`src/rtl/sample_capture_controller.sv`:
```
// Logic-analyzer acquisition front end: probe sync, sample-rate prescaler,
// trigger FSM and shift-pulse generation for the per-channel sample buffers.
module sample_capture_controller #(
  parameter int CHANNEL_COUNT    = 8,
  parameter int SAMPLE_BUFF_SIZE = 640,
  parameter int PRE_TRIG         = 64,
  parameter int DIV_WIDTH        = 16
) (
  input  logic                             clk,
  input  logic                             reset,
  input  logic [CHANNEL_COUNT-1:0]         chan_in,
  input  logic [DIV_WIDTH-1:0]             sample_div,
  input  logic [$clog2(CHANNEL_COUNT)-1:0] trig_chan,
  input  logic [1:0]                       trig_mode,
  input  logic                             arm,
  output logic                             shift,
  output logic [CHANNEL_COUNT-1:0]         s_in,
  output logic                             busy,
  output logic                             triggered,
  output logic                             done
);

  localparam int CW = $clog2(SAMPLE_BUFF_SIZE + 1);
  localparam logic [CW-1:0] PRE_C  = CW'(PRE_TRIG);
  localparam logic [CW-1:0] POST_N = CW'(SAMPLE_BUFF_SIZE - PRE_TRIG);

  typedef enum logic [2:0] {
    S_IDLE,
    S_PRE,
    S_ARMED,
    S_POST,
    S_DONE
  } state_e;

  state_e state_q, state_d;

  logic [CHANNEL_COUNT-1:0] sync1_q, sync2_q;
  logic [CHANNEL_COUNT-1:0] smp_q, smp_d;
  logic [DIV_WIDTH-1:0]     pcnt_q, pcnt_d;
  logic [CW-1:0]            scnt_q, scnt_d;
  logic                     prev_q, prev_d;
  logic                     pv_q, pv_d;
  logic                     trig_q, trig_d;
  logic                     shift_q, shift_d;

  logic run, last, tick, cur, fire;

  always_ff @(posedge clk or posedge reset) begin
    if (reset) begin
      state_q <= S_IDLE;
      sync1_q <= '0;
      sync2_q <= '0;
      smp_q   <= '0;
      pcnt_q  <= '0;
      scnt_q  <= '0;
      prev_q  <= 1'b0;
      pv_q    <= 1'b0;
      trig_q  <= 1'b0;
      shift_q <= 1'b0;
    end else begin
      state_q <= state_d;
      sync1_q <= chan_in;
      sync2_q <= sync1_q;
      smp_q   <= smp_d;
      pcnt_q  <= pcnt_d;
      scnt_q  <= scnt_d;
      prev_q  <= prev_d;
      pv_q    <= pv_d;
      trig_q  <= trig_d;
      shift_q <= shift_d;
    end
  end

  assign run  = (state_q == S_PRE) || (state_q == S_ARMED)
             || (state_q == S_POST);
  // The cycle carrying the final shift must not start another sample.
  assign last = (state_q == S_POST) && (scnt_q == POST_N);
  assign tick = run && !last && (pcnt_q >= sample_div);
  assign cur  = sync2_q[trig_chan];

  always_comb begin
    fire = 1'b0;
    unique case (trig_mode)
      2'b00:   fire = 1'b1;
      2'b01:   fire = pv_q & ~prev_q & cur;
      2'b10:   fire = pv_q & prev_q & ~cur;
      default: fire = pv_q & (prev_q ^ cur);
    endcase
  end

  always_comb begin
    state_d = state_q;
    smp_d   = smp_q;
    pcnt_d  = '0;
    scnt_d  = scnt_q;
    prev_d  = prev_q;
    pv_d    = pv_q;
    trig_d  = trig_q;
    shift_d = 1'b0;

    if (run) pcnt_d = tick ? '0 : pcnt_q + 1'b1;
    if (tick) begin
      shift_d = 1'b1;
      smp_d   = sync2_q;
    end

    unique case (state_q)
      S_IDLE, S_DONE: begin
        if (arm) begin
          state_d = (PRE_TRIG == 0) ? S_ARMED : S_PRE;
          scnt_d  = '0;
          pv_d    = 1'b0;
          trig_d  = 1'b0;
        end
      end
      S_PRE: begin
        if (tick) begin
          scnt_d = scnt_q + 1'b1;
          prev_d = cur;
          pv_d   = 1'b1;
          if (scnt_q + 1'b1 == PRE_C) state_d = S_ARMED;
        end
      end
      S_ARMED: begin
        if (tick) begin
          prev_d = cur;
          pv_d   = 1'b1;
          if (fire) begin
            state_d = S_POST;
            trig_d  = 1'b1;
            scnt_d  = CW'(1);
          end
        end
      end
      S_POST: begin
        if (tick) scnt_d = scnt_q + 1'b1;
        if (last) state_d = S_DONE;
      end
      default: state_d = S_IDLE;
    endcase
  end

  assign shift     = shift_q;
  assign s_in      = smp_q;
  assign busy      = run;
  assign triggered = trig_q;
  assign done      = (state_q == S_DONE);

endmodule

```
`config.mk`:
```
export PLATFORM = sky130hd
export DESIGN_NAME = sample_capture_controller
export DESIGN_NICKNAME = d
export VERILOG_FILES = /design/src/rtl/sample_capture_controller.sv
export SDC_FILE = /design/constraint.sdc
export NUM_CORES = 1
export LEC_CHECK = 0
export ABC_AREA = 1
export CORE_ASPECT_RATIO = 1.4
export CORE_MARGIN = 3
export CORE_UTILIZATION = 30
export DETAILED_ROUTE_END_ITERATION = 10
export GPL_TIMING_DRIVEN = 0
export PLACE_DENSITY_LB_ADDON = 0.25
export REMOVE_ABC_BUFFERS = 1
export SLEW_MARGIN = 20
export SYNTH_ARGS = -nofsm -noshare
export SYNTH_HDL_FRONTEND = slang
export SYNTH_SLANG_ARGS = --single-unit
```
`constraint.sdc`:
```
create_clock -name clk -period 3.3 [get_ports clk]
set_input_delay 0.66 -clock clk [delete_from_list [all_inputs] [get_ports clk]]
set_output_delay 0.66 -clock clk [all_outputs]
set_load 0.02 [all_outputs]
```
==> metrics.md <==
| Metric | Value |
|---|---|
| CTS max path bufs | 2 |
| Share of the synthesized area in the top cell type | 0.4420 |
| Area Growth Syn to Fin | 28.46% |
| CTS tree | done |
| Leakage | 0.002116 µW |
| Synth cell types | 31 |
| Psw | between 800 and 900 µW |
| RSZ-0062 raised after global routing | no |
| CP arrival | roughly 3100 ps |
| Count leader, synth | nand2_1 |
| Buffers on Ports | 43 |
| Drt drc | 0 |
| Avg Cell Area, Syn | 7.557 µm² |
| Critical path capture point type | flop |
| Top FF cell, synth | dfrtp_1 |
| TritonRoute pass-1 iters | 6 |
| Gate Count Post-Synth | 427 |
| Synth top area cells | dfrtp_1 44%, nand2_1 13%, inv_1 8.5%, ha_1 7.4%, nand3_1 6.0% |
| Synth warn | 0 |
| Num CTS Buffers | 9 |
| Seq pwr share | 0.337 |
| Vias in the first global route | around 2700 |
| Worst-Skew Late Latency | roughly 330 ps |
| Post-synthesis sequential area ratio | 0.4420 |
| Setup CP Type | in2reg |
| Fin. Hold Viols | 0 |
| DR WL/cell | between 10 and 15 µm |
| Max-slew headroom | 0.6584 |
| Worst EP required | 3520 ps |
| Gpl congestion | 0.8113 |
| Comb pwr share | 0.249 |
| Fmax | about 340 MHz |
| # setup viols final | 0 |
| Yosys reg bits | between 50 and 60 |
| Initial antenna violation count | 0 |
| H-tree levels | 3 |
| Skew final | 6.145 ps |
| Asr flop ratio synth | 1.000 |
| Tot GR Track Use | 0.1263 |
| Placeable Area | ~10000 µm² |
| Mapped cell area | 3227 µm² |
| Crit start category | input pin |
| Part of the cycle the worst path needs | 0.8825 |
| Post-DRT Antenna Nets | 0 |
| DR vias | 2807 |
| Clk pwr share | 0.414 |
| WHS | approximately 340 ps |
| Worst min path class | reg2reg |
| Slew @ Worst Pin | approximately 500 ps |
| Post-synth top cells | 113 x nand2_1, 73 x inv_1, 57 x dfrtp_1 |
| Peak VDD IR | about 0.00027 V |
| Layout cells sized above 1 | 0.06458 |
| Yosys top cell by area | dfrtp_1 |
| Via-to-Cell Ratio | ~4.5 |
| # IOs | between 40 and 50 |
| Pwr Total | approximately 2500 µW |
| Final min period | 2912 ps |
| Total grt overflow | 0 |
| Sink Count | 57 |
| PnR worst setup slack | between 300 and 400 ps |
| Max-slew violations | 0 |
| Iteration-0 DRC Markers | 130 |
| FP Rows | 44 |
| Clk slew on worst S/H paths | about 60 ps |
| WHS Path Cells | 0 |
| Crit Path Max Fanout | 20 |
| Internal Pwr Total | about 1700 µW |
| Largest net degree at the start of global routing | 38 |
| Worst r2r path cells | 14 |
| First-pass GRT wire length | between 10000 and 15000 µm |
| Hold_buf cts | 0 |
| Final layout net count | ~530 |
| Initial Utilization | 0.3085 |
| Die Area | roughly 12000 µm² |
| Ant. Diodes | 0 |
| Sw Share | 0.3317 |
| Max Cap Viol | 0 |
| Die H | 128.7 µm |
| Status | finished, final reports clean |
| Place WS | -237.9 ps |
| Total Wirelength | roughly 7000 µm |
| Post-DP HPWL | roughly 5300 µm |
| Die width | between 90 and 100 µm |
| Number of synthesized flops with an enable pin | 0 |
| PwrDens | ~600 nW/µm² |
| CTS root buf | clkbuf_16 |
final cells by class:
class | count | area [µm²]
inverter | 76 | 287.8
clock inverter | 7 | 101.3
multi-input combinational | 286 | 1474
sequential | 57 | 1426
tap | 138 | 172.7
clock buffer | 9 | 225.2
fill | 1084 | 6315
timing repair buffer | 45 | 457.9
power by group through the flow:
| stage | Combinational (µW) | Sequential [µW] | Clock (µW) |
|---|---|---|---|
| after global routing | 712 | 845 | 1070 |
| final | 615 | 835 | 1020 |
| after detailed placement | 614 | 847 | 0 |
| after CTS | 617 | 835 | 1050 |
| after floorplan | 424 | 832 | 0 |
| after global placement | 598 | 845 | 0 |
kinds of logic after synthesis:
logic type | synth area share
compound gates | 0.06166
simple gates | 0.3017
buf+inv | 0.1020
flops | 0.4420
fa+ha+maj | 0.07367
xor+xnor | 0.01900
stage by stage:
stage / util / std cells / instance area [µm²] / TNS (ps)
floorplan: - / 419 / 3183 / 0
global placement: 0.3620 / 600 / 3786 / -2872
detailed placement: 0.3641 / 601 / 3809 / -3207
CTS: 0.3953 / 617 / 4135 / 0
global route: 0.3963 / 618 / 4145 / 0
finish: 0.3963 / 618 / 4145 / 0
worst max-delay path, stage by stage:
cell             delay (ps)
clkdlybuf4s50_1         450
inv_1                    40
ha_1                    280
nand2_1                  60
inv_2                    50
nand3_1                  80
nor3_2                  220
nand2_1                 110
nand3_1                 130
nand2_2                 250
nand2_1                 130
nand2_1                  70
inv_2                   210
nand2_2                 220
nand2_1                 110
nand2_1                  50
layout by cell type, fill, tap and decap left out, types with 3 or more instances in the layout:
master | netlist | layout
nor3_1 | 14 | 14
nand2_1 | 113 | 112
ha_1 | 19 | 19
nand2_2 | 2 | 3
nand4_1 | 9 | 9
nor2_1 | 38 | 38
dfrtp_1 | 57 | 57
nand3_1 | 39 | 39
inv_2 | 3 | 3
inv_1 | 73 | 72
xnor2_1 | 3 | 3
clkdlybuf4s50_1 | 0 | 43
a21oi_1 | 13 | 13
o21ai_0 | 14 | 14
xor2_1 | 4 | 4
clkbuf_16 | 0 | 9
nor2_2 | 4 | 4
inv_6 | 0 | 3
metal layers:
metal / track usage / part of all wire / vias up
met5: 0 / 0 / -
met4: 0.07228 / 0.032 / 0
met3: 0.03567 / 0.042 / 20
met2: 0.2186 / 0.51 / 62
met1: 0.1373 / 0.41 / 1277
li1: - / - / 1448
final timing paths:
check                                     start                     to  slack, ps
max reg2reg                pcnt_q[11]$_DFF_PP0_  scnt_q[9]$_DFFE_PP0P_        740
min reg2reg                sync1_q[1]$_DFF_PP0_   sync2_q[1]$_DFF_PP0_        340
min                        sync1_q[1]$_DFF_PP0_   sync2_q[1]$_DFF_PP0_        340
min in group asynchronous                 reset    s_in[1]$_DFFE_PP0P_        630
max in group asynchronous                 reset  scnt_q[1]$_DFFE_PP0P_       2170
max                              sample_div[11]  scnt_q[9]$_DFFE_PP0P_        390
timing repair:
| action | 4_1_cts | 5_1_grt |
|---|---|---|
| endpoints found under the setup margin | 0 | 14 |
| buffers inserted | 0 | 1 |
| gates resized for setup | 0 | 1 |
state kept, by name, indices dropped and copies added, names as in the netlist:
name and cells:
sync1_q 8, sync2_q 8, pcnt_q 16, prev_q 1
pv_q 1, scnt_q 10, triggered 1, s_in 8
shift 1, state_q 3
No activity file was read; power rests on OpenSTA's default activity.
